===== config.mk =====
export PLATFORM = sky130hd
export DESIGN_NAME = writeback_arbiter
export DESIGN_NICKNAME = d
export VERILOG_FILES = /design/src/rtl/writeback_arbiter.sv
export SDC_FILE = /design/constraint.sdc
export NUM_CORES = 1
export LEC_CHECK = 0
export CAP_MARGIN = 20
export CORE_MARGIN = 5
export CORE_UTILIZATION = 45
export DETAILED_ROUTE_END_ITERATION = 10
export PLACE_DENSITY = 0.69
export RECOVER_POWER = 100
export SLEW_MARGIN = 30
export SYNTH_ARGS = -nofsm -noshare
export SYNTH_HDL_FRONTEND = slang
export SYNTH_SLANG_ARGS = --single-unit

===== constraint.sdc =====
create_clock -name in_clk -period 4.8 [get_ports in_clk]
set_input_delay 0.96 -clock in_clk [delete_from_list [all_inputs] [get_ports in_clk]]
set_output_delay 0.96 -clock in_clk [all_outputs]
set_load 0.05 [all_outputs]

===== src/rtl/writeback_arbiter.sv =====
// Writeback arbiter: merges ALU and load/store results onto the single ROB writeback port.
// Each source has a small skid FIFO; the oldest head by ROB age wins, subject to a starvation guard.

module writeback_arbiter_fifo #(
   parameter int DEPTH = 2,
   parameter int WIDTH = 8
) (
   input  logic             clk,
   input  logic             rst,
   input  logic             flush,
   input  logic             push,
   input  logic             pop,
   input  logic [WIDTH-1:0] data,
   output logic [WIDTH-1:0] head,
   output logic             valid,
   output logic             ready
);

   localparam int PTR_W = (DEPTH > 1) ? $clog2(DEPTH) : 1;
   localparam int CNT_W = $clog2(DEPTH + 1);

   logic [WIDTH-1:0] mem [DEPTH];
   logic [PTR_W-1:0] rd_ptr;
   logic [PTR_W-1:0] wr_ptr;
   logic [CNT_W-1:0] count;

   // Ready is derived from the registered count only, so a same-edge pop does not free a slot early.
   assign ready = count < CNT_W'(DEPTH);
   assign valid = count != '0;
   assign head  = mem[rd_ptr];

   always_ff @(posedge clk or posedge rst) begin
      if (rst) begin
         rd_ptr <= '0;
         wr_ptr <= '0;
         count  <= '0;
      end else if (flush) begin
         rd_ptr <= '0;
         wr_ptr <= '0;
         count  <= '0;
      end else begin
         if (push) begin
            wr_ptr <= wr_ptr + PTR_W'(1);
         end
         if (pop) begin
            rd_ptr <= rd_ptr + PTR_W'(1);
         end
         count <= count + CNT_W'(push) - CNT_W'(pop);
      end
   end

   always_ff @(posedge clk) begin
      if (push) begin
         mem[wr_ptr] <= data;
      end
   end

endmodule

module writeback_arbiter #(
   parameter int FIFO_DEPTH   = 2,
   parameter int STARVE_LIMIT = 3,
   parameter int ROB_IDX_SIZE = 4,
   parameter int GPR_SIZE     = 64
) (
   input  logic                    in_clk,
   input  logic                    in_rst,
   input  logic                    in_alu_done,
   input  logic [ROB_IDX_SIZE-1:0] in_alu_dst_rob_index,
   input  logic [GPR_SIZE-1:0]     in_alu_value,
   input  logic                    in_alu_set_nzcv,
   input  logic [3:0]              in_alu_nzcv,
   output logic                    out_alu_ready,
   input  logic                    in_ls_done,
   input  logic [ROB_IDX_SIZE-1:0] in_ls_dst_rob_index,
   input  logic [GPR_SIZE-1:0]     in_ls_value,
   input  logic                    in_ls_set_nzcv,
   input  logic [3:0]              in_ls_nzcv,
   output logic                    out_ls_ready,
   input  logic [ROB_IDX_SIZE-1:0] in_rob_head_index,
   input  logic                    in_rob_flush,
   output logic                    out_rob_done,
   output logic [ROB_IDX_SIZE-1:0] out_rob_dst_rob_index,
   output logic [GPR_SIZE-1:0]     out_rob_value,
   output logic                    out_rob_set_nzcv,
   output logic [3:0]              out_rob_nzcv
);

   localparam int ENTRY_W  = ROB_IDX_SIZE + GPR_SIZE + 5;
   localparam int STARVE_W = $clog2(STARVE_LIMIT + 1);
   localparam logic [STARVE_W-1:0] STARVE_MAX = STARVE_W'(STARVE_LIMIT);

   typedef struct packed {
      logic [ROB_IDX_SIZE-1:0] idx;
      logic [GPR_SIZE-1:0]     value;
      logic                    set_nzcv;
      logic [3:0]              nzcv;
   } entry_t;

   entry_t alu_entry;
   entry_t ls_entry;
   entry_t alu_head;
   entry_t ls_head;
   logic   alu_push;
   logic   ls_push;
   logic   alu_valid;
   logic   ls_valid;
   logic   alu_win;
   logic   ls_win;
   logic   [ROB_IDX_SIZE-1:0] alu_age;
   logic   [ROB_IDX_SIZE-1:0] ls_age;
   logic   [STARVE_W-1:0]     alu_starve;
   logic   [STARVE_W-1:0]     ls_starve;

   assign alu_entry = '{idx: in_alu_dst_rob_index, value: in_alu_value,
                        set_nzcv: in_alu_set_nzcv, nzcv: in_alu_nzcv};
   assign ls_entry  = '{idx: in_ls_dst_rob_index, value: in_ls_value,
                        set_nzcv: in_ls_set_nzcv, nzcv: in_ls_nzcv};

   assign alu_push = in_alu_done && out_alu_ready;
   assign ls_push  = in_ls_done && out_ls_ready;

   writeback_arbiter_fifo #(.DEPTH(FIFO_DEPTH), .WIDTH(ENTRY_W)) alu_fifo (
      .clk   (in_clk),
      .rst   (in_rst),
      .flush (in_rob_flush),
      .push  (alu_push),
      .pop   (alu_win),
      .data  (alu_entry),
      .head  (alu_head),
      .valid (alu_valid),
      .ready (out_alu_ready)
   );

   writeback_arbiter_fifo #(.DEPTH(FIFO_DEPTH), .WIDTH(ENTRY_W)) ls_fifo (
      .clk   (in_clk),
      .rst   (in_rst),
      .flush (in_rob_flush),
      .push  (ls_push),
      .pop   (ls_win),
      .data  (ls_entry),
      .head  (ls_head),
      .valid (ls_valid),
      .ready (out_ls_ready)
   );

   // Age is the modular distance from the commit head, so wraparound of the ROB index is harmless.
   assign alu_age = alu_head.idx - in_rob_head_index;
   assign ls_age  = ls_head.idx - in_rob_head_index;

   always_comb begin
      alu_win = 1'b0;
      ls_win  = 1'b0;
      if (alu_valid && ls_valid) begin
         if (alu_starve == STARVE_MAX) begin
            alu_win = 1'b1;
         end else if (ls_starve == STARVE_MAX) begin
            ls_win = 1'b1;
         end else if (alu_age <= ls_age) begin
            alu_win = 1'b1;
         end else begin
            ls_win = 1'b1;
         end
      end else if (alu_valid) begin
         alu_win = 1'b1;
      end else if (ls_valid) begin
         ls_win = 1'b1;
      end
   end

   // A counter only climbs while its source has a head waiting and another source took the port.
   always_ff @(posedge in_clk or posedge in_rst) begin
      if (in_rst) begin
         alu_starve <= '0;
         ls_starve  <= '0;
      end else if (in_rob_flush) begin
         alu_starve <= '0;
         ls_starve  <= '0;
      end else begin
         if (alu_valid && !alu_win) begin
            alu_starve <= (alu_starve == STARVE_MAX) ? alu_starve : alu_starve + STARVE_W'(1);
         end else begin
            alu_starve <= '0;
         end
         if (ls_valid && !ls_win) begin
            ls_starve <= (ls_starve == STARVE_MAX) ? ls_starve : ls_starve + STARVE_W'(1);
         end else begin
            ls_starve <= '0;
         end
      end
   end

   always_ff @(posedge in_clk or posedge in_rst) begin
      if (in_rst) begin
         out_rob_done          <= 1'b0;
         out_rob_dst_rob_index <= '0;
         out_rob_value         <= '0;
         out_rob_set_nzcv      <= 1'b0;
         out_rob_nzcv          <= '0;
      end else if (in_rob_flush) begin
         out_rob_done <= 1'b0;
      end else begin
         out_rob_done <= alu_win || ls_win;
         if (alu_win) begin
            out_rob_dst_rob_index <= alu_head.idx;
            out_rob_value         <= alu_head.value;
            out_rob_set_nzcv      <= alu_head.set_nzcv;
            out_rob_nzcv          <= alu_head.nzcv;
         end else if (ls_win) begin
            out_rob_dst_rob_index <= ls_head.idx;
            out_rob_value         <= ls_head.value;
            out_rob_set_nzcv      <= ls_head.set_nzcv;
            out_rob_nzcv          <= ls_head.nzcv;
         end
      end
   end

endmodule


==> results.cfg, run 1 <==
[routing]
drt_first_pass_iters = 5
wire_per_inst_um = 20.7
drtIter0Drc = 542
vias = 8987
final_antenna_net_count = 0
drc = 0
via_per_inst = 5.36
wl_um = 34700

[synthesis]
syn_nets = 1135
syn_area_mm2 = 0.0150
yosysTopAreaCell = edfxtp_1
yosys_warnings = 0
ys_ff_latch = 378
async_reset_ff_share_pct = 22.8
synth-edff-count = 292
synth_cells = 962
post-synth-top-count-cell = edfxtp_1
avgSynthCellArea_um2 = 15.6
synth_top_cells_by_area = edfxtp_1, dfrtp_1, mux2i_1
synth.top_cells.by_count = edfxtp_1, nand2_1, mux2i_1
ys_types = 35
synth_top_area_share_pct = 58.4
synth_flop_cell = edfxtp_1
ys_seq_area_share_pct = 72.8

[place]
dp_hpwl_um = 21600
gp_congestion = 0.748
portBuffers = 230

[setup_path]
crit_type = input port to flop
reg2reg_from = ls_fifo.rd_ptr
crit_path_start_kind = input port
arrival_ns = 4.57
r2r_slack_ns = 0.82
cp_max_fo = 70
rr_endpoint = alu_fifo.count[1]
cp.required_ns = 5.20
setup.worst_path.end_class = flop
reg2regPathDepth = 14

[hold_path]
min_path_type = flop to flop
holdPathStages = 1
hp-start = alu_starve[0]
holdPathEnd = alu_starve[0]

[sta]
relSlewSlack_pct = -106
finalMaxSlewViolations = 350
hold_ws_ns = 0.447
finClkSkew_ns = 0.0111
hold_violations = 0
fin_crit_ns = 4.18
rsz0062_at_grt = no
tns_ns = 0
setup_viol = 0
min_period_over_period_pct = 87.0
fmax_mhz = 239
worstMarginPinSlew_ns = 3.09

[floorplan]
die_h_um = 193
initial_core_util_pct = 45.9
die_w_um = 193
core-area_mm2 = 0.0327
row_count = 66
num_io_pins = 231
die_area_mm2 = 0.0371

[pwr]
ir_drop_mv = 0.380
power_mw = 12.1
powerDensity_mw_per_mm2 = 632
leakage_nw = 6.82

[clock_tree]
cts_tree = done
cts_resized = 0
path_clk_slew_ns = 0.06
clk_path_buf_depth = 3
cts-htree-levels = 2
clock_latency_ns = 0.52
holdBufCountCts = 0
postCtsSetupBuffers = 0
cts_buffers = 40
cts.sinks = 378
root_buffer = clkbuf_16

[global_route]
grt_pass1_wl_um = 54300
grt_pass1_vias = 9647
gr-total-overflow = 0
grt_max_degree = 75
grt.total_usage_pct = 18.9
antenna_found_initial = 10

[layout]
fillers = 2596
area_growth_pct = 27.3
layout-drive-gt1-share_pct = 6.68
finalNetCount = 1371

[status]
violations = max-capacitance violations, max-slew violations
status = finished with violations

[run]
maxCapViolCount = 10
how the worst max path moves through the flow:
stage | from | to | slack, ns | cells after the start
6_report | in_rob_flush | out_rob_value[23] | 0.62 | 5
2_1_floorplan | in_alu_done | alu_fifo.mem[0][0] | 0.18 | 2
3_5_place_dp | in_rob_head_index[1] | alu_fifo.count[1] | 0.42 | 16
4_1_cts | ls_fifo.rd_ptr | alu_fifo.count[1] | 0.75 | 14
5_1_grt | in_rob_flush | out_rob_value[62] | 0.35 | 5
3_3_place_gp | in_rob_head_index[1] | alu_fifo.count[1] | 0.56 | 16
worst max-delay path: stages:
cell	delay, ns
dlygate4sd3_1	0.84
a21o_1	1.82
buf_4	0.51
a21oi_1	0.08
a32o_1	0.29
cell usage in the layout, fill, tap and decap left out, types with 6 or more instances in the layout:
master,n
clkbuf_16,41
xnor2_1,8
clkbuf_1,13
inv_1,12
dlygate4sd3_1,226
mux2i_1,145
diode_2,7
clkbuf_8,7
a21oi_1,75
xor2_1,7
edfxtp_1,292
ha_1,16
nor2_1,11
dfrtp_1,84
clkinv_1,6
clkinv_2,7
a32o_1,71
nand2_1,148
buf_4,7
power breakdown:
group | switching [mW] | internal (mW) | total [mW] | leakage [nW]
clock network | 1.20 | 1.88 | 3.08 | 0.655
registers | 0.329 | 4.29 | 4.62 | 3.78
logic | 2.89 | 1.48 | 4.37 | 2.38
total | 4.42 | 7.66 | 12.1 | 6.82
area by class of cell:
type	count	area (um2)	area share [%]
timing repair buffer	250	2470	12.9
tap	442	553	2.89
antenna	7	17.5	0.0917
clock buffer	53	1140	5.97
inverter	13	50.0	0.262
sequential	378	10900	57.2
clock inverter	19	193	1.01
multi-input combinational	515	3750	19.6
per-stage QoR:
step                cells  utilization (%)  area [um2]  setup WS [ns]
finish               1677             58.4       19100          0.623
global route         1673             58.4       19100          0.348
CTS                  1670             58.7       19200          0.752
detailed placement   1598             54.6       17900          0.419
global placement     1596             54.5       17800          0.563
floorplan             962                -       15000          0.176
kinds of logic after synthesis:
family / Yosys count / share of synthesized area, %
compound gates: 157 / 7.81
fa+ha+maj: 18 / 1.60
mux: 147 / 9.82
simple gates: 178 / 4.79
buf+inv: 69 / 2.32
xor+xnor: 15 / 0.876
flops: 378 / 72.8
flip-flops by register name, indices dropped and copies added (netlist names), 2 cells and up:
name	cells
ls_fifo.mem	146
alu_starve	2
ls_starve	2
alu_fifo.count	2
alu_fifo.mem	146
ls_fifo.count	2
out_rob_dst_rob_index	4
out_rob_nzcv	4
out_rob_value	64
layer usage:
layer | vias up | routed length, um | GRT usage [%]
met5 | - | 54 | 0
met3 | 64 | 2430 | 4.87
met2 | 277 | 16800 | 31.0
li1 | 4155 | - | -
met4 | 8 | 684 | 5.32
met1 | 4483 | 14700 | 25.1
(Power assumes the default switching activity.)
==> run 2, diff against run 1 <==
--- a/config.mk
+++ b/config.mk
@@ -9,6 +9,7 @@
 export CORE_MARGIN = 5
 export CORE_UTILIZATION = 45
 export DETAILED_ROUTE_END_ITERATION = 10
+export GPL_ROUTABILITY_DRIVEN = 0
 export PLACE_DENSITY = 0.69
 export RECOVER_POWER = 100
 export SLEW_MARGIN = 30
==> results of run 2 <==
Final layout, timing and power as in run 1 (identical DEF).
==> run 3, diff against run 2 <==
--- a/config.mk
+++ b/config.mk
@@ -8,8 +8,10 @@
 export CAP_MARGIN = 20
 export CORE_MARGIN = 5
 export CORE_UTILIZATION = 45
+export CTS_BUF_LIST = sky130_fd_sc_hd__clkbuf_2
 export DETAILED_ROUTE_END_ITERATION = 10
 export GPL_ROUTABILITY_DRIVEN = 0
+export GPL_TIMING_DRIVEN = 0
 export PLACE_DENSITY = 0.69
 export RECOVER_POWER = 100
 export SLEW_MARGIN = 30
==> run 3 against run 2 <==
  * The run still ends with max-capacitance violations, max-slew violations left
  * Largest cell class unchanged
  * Cell area down 1.6%
  * Clock skew increased by 0.084 ns
  * Die area unchanged
  * Combinational power up 4%
  * Sequential share of layout area is 0.88 points higher
  * Flip-flop and latch count stayed put
  * Register-to-register slack got worse by 0.61 ns
  * Largest power group unchanged
  * Power fell by 7.0%
  * Maximum frequency decreased by 9.1%
  * Cell count rose by 8.9%
==> results.cfg, run 3 (synthesis gave the netlist of run 1 again) <==
[status]
status = finished with violations
violations = max-capacitance violations, max-slew violations

[clock_tree]
cts_buffers = 94
clock_latency_ns = 0.99
cts.sinks = 378
clk_path_buf_depth = 3
cts_resized = 0
postCtsSetupBuffers = 0
root_buffer = clkbuf_2
path_clk_slew_ns = 0.11
cts-htree-levels = 3
cts_tree = done
holdBufCountCts = 0

[sta]
setup_viol = 0
fin_crit_ns = 4.59
min_period_over_period_pct = 95.7
tns_ns = 0
worstMarginPinSlew_ns = 2.48
finalMaxSlewViolations = 182
rsz0062_at_grt = no
hold_violations = 0
finClkSkew_ns = 0.0954
fmax_mhz = 218
fin_ws_ns = 0.205
relSlewSlack_pct = -66.0

[setup_path]
crit_path_start_kind = flop
crit_chain = mux2i_1 -> inv_1 -> ha_1 -> a21o_1 -> a21oi_1 -> xnor2_1 -> ha_1 -> and4_1 -> a211oi_1 -> clkbuf_1 -> buf_6 -> nand2_1 -> a32o_1
setup.worst_path.end_class = flop
slowest_delay_ns = 0.88
crit_type = flop to flop
cpMostUsedCell = ha_1
critPathSlowestCell = clkbuf_1
cp_max_fo = 11
arrival_ns = 5.42
cp.required_ns = 5.62

[global_route]
grt.total_usage_pct = 19.9
antenna_found_initial = 10
gr-total-overflow = 0
grt_pass1_wl_um = 56100
grt_max_degree = 48
grt_pass1_vias = 10172

[floorplan]
die_h_um = 193
num_io_pins = 231
die_w_um = 193
initial_core_util_pct = 45.9
core-area_mm2 = 0.0327
row_count = 66
die_area_mm2 = 0.0371

[layout]
layout-drive-gt1-share_pct = 13.4
area_growth_pct = 25.3
largestRegisters = alu_fifo.mem: 146 flops, ls_fifo.mem: 146 flops, out_rob_value: 64 flops
layout_common_cells = edfxtp_1, dlygate4sd3_1, nand2_1
finalNetCount = 1473
final_common_cell = edfxtp_1

[pwr]
power_mw = 11.2
ir_drop_mv = 0.294
leakage_nw = 6.95
powerDensity_mw_per_mm2 = 598

[routing]
drc = 0
vias = 9488
final_antenna_net_count = 0
drtIter0Drc = 461
via_per_inst = 5.20
wl_um = 36700
wire_per_inst_um = 20.1
drt_first_pass_iters = 5

[run]
maxCapViolCount = 5

[place]
portBuffers = 230
post-place-ws_ns = 0.171
dp_hpwl_um = 24900

[hold_path]
min_path_type = flop to flop
==> run 3: per-stage QoR <==
step                instances  utilization, %  hold WS (ns)  area [um2]
floorplan                 962               -         0.419       15000
global placement         1634            54.6         0.431       17900
detailed placement       1647            55.7         0.441       18200
CTS                      1823            58.4         0.288       19100
global route             1824            57.5         0.507       18800
finish                   1826            57.5         0.471       18800
==> run 3: worst paths after layout <==
path | startpoint | end | slack, ns | cells after the start
max in group asynchronous | in_rst | out_rob_value[60] | 0.72 | 3
max | ls_fifo.rd_ptr | out_rob_value[24] | 0.21 | 13
min | alu_starve[0] | alu_starve[0] | 0.47 | 1
max reg2reg | ls_fifo.rd_ptr | out_rob_value[24] | 0.21 | 13
min in group asynchronous | in_rst | out_rob_dst_rob_index[0] | 1.11 | 2
min reg2reg | alu_starve[0] | alu_starve[0] | 0.47 | 1
==> run 3: area by class of cell <==
type | instances | area (um2)
fillers | 2662 | 13900
well taps | 442 | 553
repair buffers | 243 | 2370
flip-flops and latches | 378 | 10900
clock buffers | 143 | 716
clock inverters | 33 | 163
inverters | 13 | 50.0
plain buffers | 55 | 287
diodes | 4 | 10.0
multi-input cells | 515 | 3740
==> run 3: power breakdown <==
group          internal [mW]  switching (mW)  total (mW)
clock                  0.853            1.27        2.12
sequential              4.27           0.311        4.58
combinational           1.53            3.00        4.53
total                   6.65            4.58        11.2
==> run 3: per-layer routing <==
metal  part of all wire (%)  track usage, %  up-vias  routed length, um
met4                    2.0            7.02       10                723
met5                   0.17               0        -                 62
met1                     42            25.0     4670              15200
met2                     49            32.8      336              18000
li1                       -               -     4416                  -
met3                    7.4            6.39       56               2720
==> run 3: critical path, delay by kind of cell (launching register included) <==
family                     cells  cell delay [ns]
buffers and inverters          3             1.23
DFF                            1             0.84
AOI/OAI and AO/OA              4             0.84
adders and majority gates      2             0.55
muxes                          1             0.51
and+or+nand+nor                2             0.29
xor gates and xnor gates       1             0.14
